===== config.mk =====
export PLATFORM = sky130hd
export DESIGN_NAME = sd_sektor_cache_flat
export DESIGN_NICKNAME = d
export VERILOG_FILES = /design/src/rtl/sd_pkg.sv /design/src/rtl/sd_sektor_cache_if.sv /design/src/rtl/sd_sektor_puffer.sv /design/src/rtl/sd_sektor_cache.sv /design/src/flat_wrapper.sv
export SDC_FILE = /design/constraint.sdc
export NUM_CORES = 2
export LEC_CHECK = 0
export BUFFER_PORTS_ARGS = -buffer_cell sky130_fd_sc_hd__buf_4
export CAP_MARGIN = 10
export CORE_MARGIN = 8
export CORE_UTILIZATION = 45
export DETAILED_ROUTE_END_ITERATION = 8
export SYNTH_ARGS = -nofsm -noshare
export SYNTH_HDL_FRONTEND = slang
export SYNTH_SLANG_ARGS = --single-unit

===== constraint.sdc =====
create_clock -name Clock -period 7.3 [get_ports Clock]
set_input_delay 1.46 -clock Clock [delete_from_list [all_inputs] [get_ports Clock]]
set_output_delay 1.46 -clock Clock [all_outputs]
set_load 0.01 [all_outputs]

===== src/rtl/sd_pkg.sv =====
// Shared types and constants for the SD sector cache: FSM state encoding, sector size, clog2 helper.
package sd_pkg;

    typedef enum logic [2:0] {
        INIT,
        IDLE,
        LOOKUP,
        FILL,
        RESPOND
    } state_t;

    localparam int SECTOR_BYTES = 512;

    function automatic int clog2(input int value);
        int r;
        r = 0;
        while ((1 << r) < value) r++;
        return (r < 1) ? 1 : r;
    endfunction

endpackage


===== src/rtl/sd_sektor_cache_if.sv =====
// CPU-side read bus of the SD sector cache: request, response pulses and hit/miss statistics.
interface sd_sektor_cache_if #(
    parameter int ADDR_WIDTH = 32,
    parameter int WORD_BYTES = 4
);
    logic [ADDR_WIDTH-1:0]   Adresse;
    logic                    Lesen;
    logic                    Invalidieren;
    logic [8*WORD_BYTES-1:0] Daten;
    logic                    Fertig;
    logic                    Fehler;
    logic                    Busy;
    logic [15:0]             Treffer;
    logic [15:0]             Fehlzugriffe;

    modport master (
        output Adresse, Lesen, Invalidieren,
        input  Daten, Fertig, Fehler, Busy, Treffer, Fehlzugriffe
    );

    modport slave (
        input  Adresse, Lesen, Invalidieren,
        output Daten, Fertig, Fehler, Busy, Treffer, Fehlzugriffe
    );
endinterface


===== src/rtl/sd_sektor_puffer.sv =====
// Sector buffer: simple dual-port synchronous RAM, one write port, read data one cycle after the address.
module sd_sektor_puffer
    import sd_pkg::*;
#(
    parameter int DEPTH = 128,
    parameter int WIDTH = 32,
    localparam int AW   = clog2(DEPTH)
) (
    input  logic             clk,
    input  logic             wr_en,
    input  logic [AW-1:0]    wr_addr,
    input  logic [WIDTH-1:0] wr_data,
    input  logic [AW-1:0]    rd_addr,
    output logic [WIDTH-1:0] rd_data
);

    logic [WIDTH-1:0] mem [DEPTH];

    // NOTE: the array has no reset so it maps onto block RAM; the valid flag guards stale contents.
    // NOTE: sequential state uses non-blocking assignments so every register sees pre-edge values.
    always_ff @(posedge clk) begin
        if (wr_en) mem[wr_addr] <= wr_data;
        rd_data <= mem[rd_addr];
    end

endmodule


===== src/rtl/sd_sektor_cache.sv =====
// One-sector read cache in front of the SPI SD controller; a miss streams 512 card bytes into the buffer.
// Optional hit/miss counters are built when SD_CACHE_STATS_EN is defined.
module sd_sektor_cache
    import sd_pkg::*;
#(
    parameter int WORD_BYTES    = 4,
    parameter int ADDR_WIDTH    = 32,
    parameter int SD_BLOCK_ADDR = 0,
    parameter int TIMEOUT       = 2**20
) (
    input  logic        Clock,
    input  logic        Reset,
    sd_sektor_cache_if.slave bus,
    output logic        sd_rd,
    output logic [31:0] sd_adresse,
    input  logic [7:0]  sd_dout,
    input  logic        sd_byte_available,
    input  logic        sd_ready
);

    localparam int WPS      = SECTOR_BYTES / WORD_BYTES;
    localparam int WORD_W   = 8 * WORD_BYTES;
    localparam int WIDX_W   = clog2(WPS);
    localparam int SEKTOR_W = ADDR_WIDTH - WIDX_W;
    localparam int TMO_W    = clog2(TIMEOUT);

    state_t              state;
    logic [SEKTOR_W-1:0] req_sektor;
    logic [SEKTOR_W-1:0] tag;
    logic [WIDX_W-1:0]   req_wort;
    logic                valid;
    logic                from_fill;
    logic [8:0]          byte_cnt;
    logic [TMO_W-1:0]    tmo_cnt;
    logic [WORD_W-1:0]   asm_word;
    logic [WORD_W-1:0]   fill_word;
    logic [WORD_W-1:0]   rd_data;

    logic [WORD_W-1:0]   asm_next;
    logic                word_done;
    logic                wr_en;
    logic [WIDX_W-1:0]   wr_addr;
    logic                hit;
    logic [31:0]         sektor_32;

    // NOTE: every always_comb output gets an unconditional assignment so no latch is inferred.
    always_comb begin
        asm_next  = (asm_word << 8) | WORD_W'(sd_dout);
        word_done = (32'(byte_cnt) % WORD_BYTES) == WORD_BYTES - 1;
        wr_addr   = WIDX_W'(32'(byte_cnt) / WORD_BYTES);
        wr_en     = (state == FILL) && sd_byte_available && word_done;
        hit       = valid && (tag == req_sektor);
        sektor_32 = 32'(req_sektor);
    end

    sd_sektor_puffer #(
        .DEPTH (WPS),
        .WIDTH (WORD_W)
    ) u_puffer (
        .clk     (Clock),
        .wr_en   (wr_en),
        .wr_addr (wr_addr),
        .wr_data (asm_next),
        .rd_addr (req_wort),
        .rd_data (rd_data)
    );

    always_ff @(posedge Clock) begin
        if (Reset) begin
            state      <= INIT;
            bus.Daten  <= '0;
            bus.Fertig <= 1'b0;
            bus.Fehler <= 1'b0;
            bus.Busy   <= 1'b1;
            sd_rd      <= 1'b0;
            sd_adresse <= '0;
            valid      <= 1'b0;
            tag        <= '0;
            req_sektor <= '0;
            req_wort   <= '0;
            from_fill  <= 1'b0;
            byte_cnt   <= '0;
            tmo_cnt    <= '0;
            asm_word   <= '0;
            fill_word  <= '0;
        end else begin
            bus.Fertig <= 1'b0;
            bus.Fehler <= 1'b0;
            case (state)
                INIT: begin
                    bus.Busy <= 1'b1;
                    if (sd_ready) state <= IDLE;
                end
                // Busy drops one cycle after entering IDLE, so the first IDLE cycle ignores requests.
                IDLE: begin
                    if (!bus.Busy && bus.Lesen) begin
                        req_sektor <= bus.Adresse[ADDR_WIDTH-1:WIDX_W];
                        req_wort   <= bus.Adresse[WIDX_W-1:0];
                        bus.Busy   <= 1'b1;
                        state      <= LOOKUP;
                    end else begin
                        bus.Busy <= 1'b0;
                        if (!bus.Busy && bus.Invalidieren) valid <= 1'b0;
                    end
                end
                LOOKUP: begin
                    if (hit) begin
                        from_fill <= 1'b0;
                        state     <= RESPOND;
                    end else if (sd_ready) begin
                        valid      <= 1'b0;
                        from_fill  <= 1'b1;
                        sd_adresse <= (SD_BLOCK_ADDR != 0) ? sektor_32 : (sektor_32 << 9);
                        sd_rd      <= 1'b1;
                        byte_cnt   <= '0;
                        tmo_cnt    <= '0;
                        state      <= FILL;
                    end
                end
                // The requested word is captured on its way to the buffer, avoiding a read-during-write.
                FILL: begin
                    if (sd_byte_available) begin
                        sd_rd    <= 1'b0;
                        asm_word <= asm_next;
                        tmo_cnt  <= '0;
                        byte_cnt <= byte_cnt + 9'd1;
                        if (word_done && (wr_addr == req_wort)) fill_word <= asm_next;
                        if (byte_cnt == 9'd511) begin
                            tag   <= req_sektor;
                            valid <= 1'b1;
                            state <= RESPOND;
                        end
                    end else if (tmo_cnt == TMO_W'(TIMEOUT - 1)) begin
                        sd_rd      <= 1'b0;
                        valid      <= 1'b0;
                        bus.Fehler <= 1'b1;
                        state      <= IDLE;
                    end else begin
                        tmo_cnt <= tmo_cnt + 1'b1;
                    end
                end
                RESPOND: begin
                    bus.Daten  <= from_fill ? fill_word : rd_data;
                    bus.Fertig <= 1'b1;
                    state      <= IDLE;
                end
                default: state <= INIT;
            endcase
        end
    end

`ifdef SD_CACHE_STATS_EN
    always_ff @(posedge Clock) begin
        if (Reset) begin
            bus.Treffer      <= '0;
            bus.Fehlzugriffe <= '0;
        end else if (state == LOOKUP) begin
            if (hit) begin
                if (bus.Treffer != 16'hFFFF) bus.Treffer <= bus.Treffer + 16'd1;
            end else if (sd_ready) begin
                if (bus.Fehlzugriffe != 16'hFFFF) bus.Fehlzugriffe <= bus.Fehlzugriffe + 16'd1;
            end
        end
    end
`else
    assign bus.Treffer      = '0;
    assign bus.Fehlzugriffe = '0;
`endif

endmodule


===== src/flat_wrapper.sv =====
// flat-port wrapper written by rule: the top's interface ports become plain ports
module sd_sektor_cache_flat import sd_pkg::*;
#(
    parameter int WORD_BYTES    = 4,
    parameter int ADDR_WIDTH    = 32,
    parameter int SD_BLOCK_ADDR = 0,
    parameter int TIMEOUT       = 2**20
)
  (Clock, Reset, sd_rd, sd_adresse, sd_dout, sd_byte_available, sd_ready, bus_Adresse, bus_Lesen, bus_Invalidieren, bus_Daten, bus_Fertig, bus_Fehler, bus_Busy, bus_Treffer, bus_Fehlzugriffe);
  sd_sektor_cache_if #(.ADDR_WIDTH(ADDR_WIDTH), .WORD_BYTES(WORD_BYTES)) bus_i ();
  input  logic Clock;
  input  logic Reset;
  output logic sd_rd;
  output logic [31:0] sd_adresse;
  input  logic [7:0] sd_dout;
  input  logic sd_byte_available;
  input  logic sd_ready;
  input wire logic [$bits(bus_i.Adresse)-1:0] bus_Adresse;
  input wire logic [$bits(bus_i.Lesen)-1:0] bus_Lesen;
  input wire logic [$bits(bus_i.Invalidieren)-1:0] bus_Invalidieren;
  output wire logic [$bits(bus_i.Daten)-1:0] bus_Daten;
  output wire logic [$bits(bus_i.Fertig)-1:0] bus_Fertig;
  output wire logic [$bits(bus_i.Fehler)-1:0] bus_Fehler;
  output wire logic [$bits(bus_i.Busy)-1:0] bus_Busy;
  output wire logic [$bits(bus_i.Treffer)-1:0] bus_Treffer;
  output wire logic [$bits(bus_i.Fehlzugriffe)-1:0] bus_Fehlzugriffe;
  assign bus_i.Adresse = bus_Adresse;
  assign bus_i.Lesen = bus_Lesen;
  assign bus_i.Invalidieren = bus_Invalidieren;
  assign bus_Daten = bus_i.Daten;
  assign bus_Fertig = bus_i.Fertig;
  assign bus_Fehler = bus_i.Fehler;
  assign bus_Busy = bus_i.Busy;
  assign bus_Treffer = bus_i.Treffer;
  assign bus_Fehlzugriffe = bus_i.Fehlzugriffe;
  sd_sektor_cache #(.WORD_BYTES(WORD_BYTES), .ADDR_WIDTH(ADDR_WIDTH), .SD_BLOCK_ADDR(SD_BLOCK_ADDR), .TIMEOUT(TIMEOUT)) u_core (.Clock(Clock), .Reset(Reset), .bus(bus_i), .sd_rd(sd_rd), .sd_adresse(sd_adresse), .sd_dout(sd_dout), .sd_byte_available(sd_byte_available), .sd_ready(sd_ready));
endmodule

# After elaboration in Yosys (flattened, before gate mapping)

Memories as Yosys holds them, arrays and structs flattened. A register that Yosys moved wholly into a read port is not among the register bits.
Index checks and enable logic that the tools add are counted.

Eq/ne operators: 20
Bitwise operators: 3
Reduce and logical (&&, ||, !) cells: 24
Muxes and demuxes: 37
Add/sub/neg operators: 2

Operator list:

| kind                                                                   | number |
|---|---|
| 20-bit two-way mux                                                     | 4 |
| 20-bit one-hot mux with 2 select lines                                 | 1 |
| 32-bit two-way mux                                                     | 1 |
| 32-bit by 8-bit OR with 32-bit output                                  | 1 |
| 9-bit two-way mux                                                      | 3 |
| 25-bit equality test                                                   | 1 |
| 3-bit two-way mux                                                      | 7 |
| 20-bit by 1-bit adder with 20-bit output (second input constant)       | 1 |
| 20-bit equality test (second input constant)                           | 1 |
| 9-bit one-hot mux with 2 select lines                                  | 1 |
| 1-bit two-way mux                                                      | 16 |
| 3-bit one-hot mux with 5 select lines                                  | 1 |
| 4-bit AND reduction                                                    | 3 |
| 2-bit inequality test (second input constant)                          | 5 |
| 9-bit by 1-bit adder with 9-bit output (second input constant)         | 1 |
| 9-bit equality test (second input constant)                            | 1 |
| 3-bit inequality test (second input constant)                          | 3 |
| 3-bit AND reduction                                                    | 3 |
| 7-bit equality test                                                    | 1 |
| 7-bit AND reduction                                                    | 1 |
| 3-bit by 2-bit equality test with 1-bit output (second input constant) | 2 |
| 1-bit logical AND                                                      | 6 |
| 2-bit AND reduction                                                    | 3 |
| 2-bit nonzero test                                                     | 3 |
| other kinds (13)                                                       | 16 |

Bits of input ports: 46
Register bits: 206
RAM bits: 4096
Output and inout port bits: 100
Logic and storage cells: 103
Memories kept: 1

Memory list:

| memory              | words | width | read ports | clocked after memory_dff | wr ports | RTL line               | RTL |
|---|---|---|---|---|---|---|---|
| u_core.u_puffer.mem | 128   | 32    | 1          | 1                        | 1        | sd_sektor_puffer.sv:17 | `logic [WIDTH-1:0] mem [DEPTH];` |

# Longest topological paths before layout

Word-level depth: 5
Depth in mapped cells: 10
Gate-level depth less buffers: 9

# By module

From an unflattened synthesis, not the netlist that was laid out.

Cell total of the unflattened synthesis: 7002
Area, all modules: 165163.4 um2

By module, submodules not included:

| module           | sequential area each (um2) | area each (um2) | instances | cells an instance |
|---|---|---|---|---|
| sd_sektor_puffer | 123638.6                   | 156276.1        | 1         | 5990 |
| sd_sektor_cache  | 4124.0                     | 8887.3          | 1         | 1012 |

# Worst setup path after synthesis

Ideal clock, no wire load.

Path kind: input-to-reg
Start point: in sd_byte_available
End point: mem u_core.u_puffer.mem[123][0] (enable)
Arrival time: 4051 ps
Cell stages on the path: 8
Buffers on the path: 3
Data required time: 6879 ps
Path slack: 2828 ps
Library setup time: 421 ps
Cells stage by stage: clkbuf_1 -> nand2_1 -> nor2_1 -> nand2_1 -> or3_1 -> clkbuf_1 -> clkbuf_1 -> nor2_1

Cells in the longest elaborated chain, start to end: 4

RTL lines:

| what                                    | RTL line               | RTL |
|---|---|---|
| start, declared                         | flat_wrapper.sv:16     | `input logic sd_byte_available;` |
| 1-bit logical AND (2 in series)         | sd_sektor_cache.sv:51  | `wr_en = (state == FILL) && sd_byte_available && word_done;` |
| 1-bit two-way mux                       | sd_sektor_puffer.sv:22 | `if (wr_en) mem[wr_addr] <= wr_data;` |
| 1-bit two-way mux (implied by the code) | sd_sektor_puffer.sv:22 |  |
| end, declared                           | sd_sektor_puffer.sv:17 |  |

Every way passes these cells.

==> summary.md <==
| Metric | Value |
|---|---|
| Cells after DPL | `13430` |
| DPL Wire Length | `278900 µm` |
| P&R area growth vs syn | `12.97%` |
| Post-CTS setup buffers | `0` |
| DP Area | `172800 µm²` |
| Critical Path End | `u_core.u_puffer.rd_data[8]$_DFF_P_` |
| Final min period | `5.400 ns` |
| Final TNS setup | `0 ns` |
| F_max | `0.1852 GHz` |
| Crit path capture type | `flop` |
| Worst-margin pin slew | `~1.3 ns` |
| Cell Area, Synth | `approximately 170000 µm²` |
| Final nets | `9102` |
| WHS Path Cells | `2` |
| CORE AREA | `365800 µm²` |
| Via density | `6.107` |
| CTS sink count | `4334` |
| Clock Skews | `0.06532 ns` |
| Worst EP arrival | `6.13 ns` |
| Initial Util | `roughly 45%` |
| Post-synth EDFFs | `about 4100` |
| CP Class | `reg2reg` |
| RSZ-0062 raised after global routing | `false` |
| Hold_ws | `0.4670 ns` |
| Leak | `52.12 nW` |
| H-tree Lvls | `5` |
| Hold buffers post-CTS | `0` |
| Hold Violations, Final | `0` |
| Vias in the first global route | `~84000` |
| Drt drc | `0` |
| Critical Path RT | `8.03 ns` |
| Gr usage total | `23.48%` |
| DR vias | `between 80000 and 90000` |
| Post-route insts no fill | `14250` |
| Maxcap violations | `0` |
| Die X | `roughly 620 µm` |
| I/O pin cnt | `around 150` |
| Share of post-route cells with drive strength above 1 | `16.97%` |
| Final instance area | `~190000 µm²` |
| Distinct cells, synth | `57` |
| Setup violators final | `0` |
| Worst reg2reg path depth | `8` |
| Max Slew Vio Count | `0` |
| Gates resized, CTS repair | `0` |
| Initial antenna violation count | `52` |
| Die Ht | `~620 µm` |
| CP Launch Point | `u_core.req_wort[0]$_SDFFE_PP0P_` |
| Worst vdd ir | `0.2238 mV` |
| Hold Crit Class | `reg2reg` |
| Worst r2r src | `u_core.req_wort[0]$_SDFFE_PP0P_` |
| Pwr Total | `0.04930 W` |
| First-pass GRT wire length | `653000 µm` |
| CTS root buf | `clkbuf_16` |
| Worst R2R Setup Slack | `1.90 ns` |
| Post-synthesis register bit count | `4334` |
| Routability cong. | `around 0.86` |
| Initial drt markers | `11830` |
| Ys async rst share | `0%` |
| # rows | `222` |
| Post-synthesis sequential area ratio | `77.19%` |
| Pre-antenna DRT Iters | `7` |
| Port Buffers | `104` |
| Avg Inst Size Synth | `18.66 µm²` |
| WL per Instance | `~33 µm` |
| CTS tree | `built` |
| Clock-pin transition on the worst setup and hold timing paths | `0.06 ns` |
| Synth Instances | `8871` |
| Power Dens Cells | `263.7 nW/µm²` |
| Outcome | `complete, no violations` |
| CTS Buf Count | `about 440` |
| Die area | `roughly 390000 µm²` |
| Max FO, Critical Path | `42` |
| Fin crit share | `73.97%` |
| Drt total wl | `around 470000 µm` |
| Rel. slew slack | `10.69%` |
| ANT nets after route | `0` |
| Critical path startpoint category | `flop` |
| Post-synth top flop | `edfxtp_1` |
| Congestion Overflow GR | `0` |
| Worst-skew pair later-pin latency | `slightly below 1 ns` |
| YS warnings | `0` |
| Largest net degree at the start of global routing | `128` |
| Hold_sp | `u_core.tag[16]$_SDFFE_PP0P_` |
| Worst r2r dst | `u_core.u_puffer.rd_data[8]$_DFF_P_` |
| CTS max path bufs | `4` |
==> final cells by class <==
| type | count | area [µm²] |
|---|---|---|
| tap | 4816 | 6026 |
| clock buffer | 570 | 11760 |
| multi-input combinational | 3988 | 36430 |
| fill | 29030 | 178800 |
| timing repair buffer | 286 | 2516 |
| clock inverter | 232 | 2318 |
| sequential | 4334 | 127900 |
| inverter | 6 | 25.02 |
| antenna | 13 | 32.53 |
==> metrics by stage <==
stage	setup slack, ns	util, %
6_report	1.900	51.11
5_1_grt	1.842	51.10
4_1_cts	1.753	51.07
3_5_place_dp	1.829	47.23
3_3_place_gp	1.821	47.21
2_1_floorplan	2.828	-
==> where the power goes <==
group          internal [W]  switching [W]  leakage (nW)
Clock                0.0126        0.00942          6.87
Combinational     0.0000781       0.000296          8.34
Sequential           0.0269      0.0000154          36.9
==> sequential cells by signal, summed over array words and instances, names as in the netlist <==
name and cells:
u_core.bus.Fertig 1, u_core.state 3, u_core.sd_adresse 23, u_core.sd_rd 1, u_core.req_wort 7, u_core.valid 1, u_core.u_puffer.mem 4096, u_core.asm_word 24
u_core.fill_word 32, u_core.from_fill 1, u_core.bus.Daten 32, u_core.bus.Busy 1, u_core.byte_cnt 9, u_core.u_puffer.rd_data 32, u_core.req_sektor 25, u_core.tmo_cnt 20
u_core.tag 25, u_core.bus.Fehler 1
==> Yosys cell counts (2+ instances only) <==
master / n / share of area [%]
a2111oi_0: 2 / 0.011
a211oi_1: 32 / 0.15
a211oi_2: 3 / 0.023
a21o_1: 3 / 0.014
a21oi_1: 347 / 1.0
a22oi_1: 128 / 0.58
a311oi_1: 13 / 0.069
a311oi_2: 2 / 0.018
a31oi_1: 13 / 0.049
and2_1: 4 / 0.015
and3_1: 5 / 0.019
and4_1: 3 / 0.016
buf_1: 62 / 0.14
buf_2: 112 / 0.34
buf_4: 41 / 0.19
buf_6: 5 / 0.034
clkbuf_1: 363 / 0.82
dfxtp_1: 238 / 2.9
edfxtp_1: 4096 / 74
ha_1: 3 / 0.023
inv_1: 6 / 0.014
mux2i_1: 1112 / 6.7
mux4_2: 512 / 7.0
nand2_1: 335 / 0.76
nand2b_1: 57 / 0.22
nand3_1: 146 / 0.44
nand3b_1: 3 / 0.014
nand4_1: 21 / 0.079
nor2_1: 264 / 0.60
nor2b_1: 12 / 0.045
nor3_1: 9 / 0.027
nor3_2: 3 / 0.018
nor4_1: 2 / 0.0076
o21a_1: 3 / 0.014
o21ai_0: 243 / 0.73
o21ai_1: 25 / 0.076
o21bai_1: 4 / 0.018
o22ai_1: 578 / 2.2
or2_1: 2 / 0.0076
or2_2: 3 / 0.011
or3_1: 5 / 0.019
or4_1: 2 / 0.0091
xnor2_1: 27 / 0.14
xor2_1: 9 / 0.048
==> layer usage <==
| layer | track usage [%] | wire length, µm | vias to the layer above |
|---|---|---|---|
| met1 | 33.18 | 188800 | 45730 |
| li1 | - | - | 36250 |
| met2 | 36.61 | 218800 | 4317 |
| met3 | 4.735 | 46310 | 682 |
| met4 | 8.022 | 18050 | 20 |
| met5 | 0 | 128 | - |
==> logic make-up (layout without fill, tap and decap cells) <==
kind of cell               count (synthesis)  count (layout)  synth area share [%]
adders and majority gates                  3               3               0.02268
other                                      1              54              0.002266
DFF                                     4334            4334                 77.19
and+or+nand+nor                          882             882                 2.346
muxes                                   1624            1624                 13.69
buffers and inverters                    589            1094                 1.536
xor gates and xnor gates                  36              36                0.1905
AOI/OAI and AO/OA                       1402            1402                 5.017
==> worst max-delay path, cell delays in order, from the launching register on <==
cell     delay (ns)
dfxtp_4        1.09
buf_4          0.80
buf_4          0.78
mux2i_1        0.48
o22ai_1        0.14
o21ai_0        0.33
nand3_1        0.29
o22ai_1        0.84
nor2_1         0.28
==> worst min-delay path by stage <==
stage	endpoint	slack, ns
2_1_floorplan	u_core.tmo_cnt[19]$_SDFFE_PP0P_	0.43
3_3_place_gp	u_core.tmo_cnt[19]$_SDFFE_PP0P_	0.45
3_5_place_dp	u_core.tmo_cnt[19]$_SDFFE_PP0P_	0.46
4_1_cts	u_core.tag[2]$_SDFFE_PP0P_	0.47
5_1_grt	u_core.tag[6]$_SDFFE_PP0P_	0.48
6_report	u_core.tag[16]$_SDFFE_PP0P_	0.47
==> cells in the final DEF (no fill, tap or decap), types with 13 or more instances in the layout <==
master and instances:
diode_2 13, nor2_1 134, buf_12 25, nand2_1 334
xnor2_1 27, bufinv_16 36, conb_1 41, o22ai_1 576
a31oi_1 13, nor2_4 129, clkbuf_1 108, mux2i_1 1112
nand3_1 143, a211oi_1 32, o21ai_1 25, clkinv_1 84
clkbuf_16 444, nand4_1 21, a22oi_1 128, clkinv_2 74
a311oi_1 13, edfxtp_1 4096, clkbuf_8 19, a21oi_1 347
nand2b_1 55, o21ai_0 243, buf_4 251, mux4_2 512
dfxtp_1 211, dfxtp_4 26
Note: power is estimated with default switching activity, not from simulation.
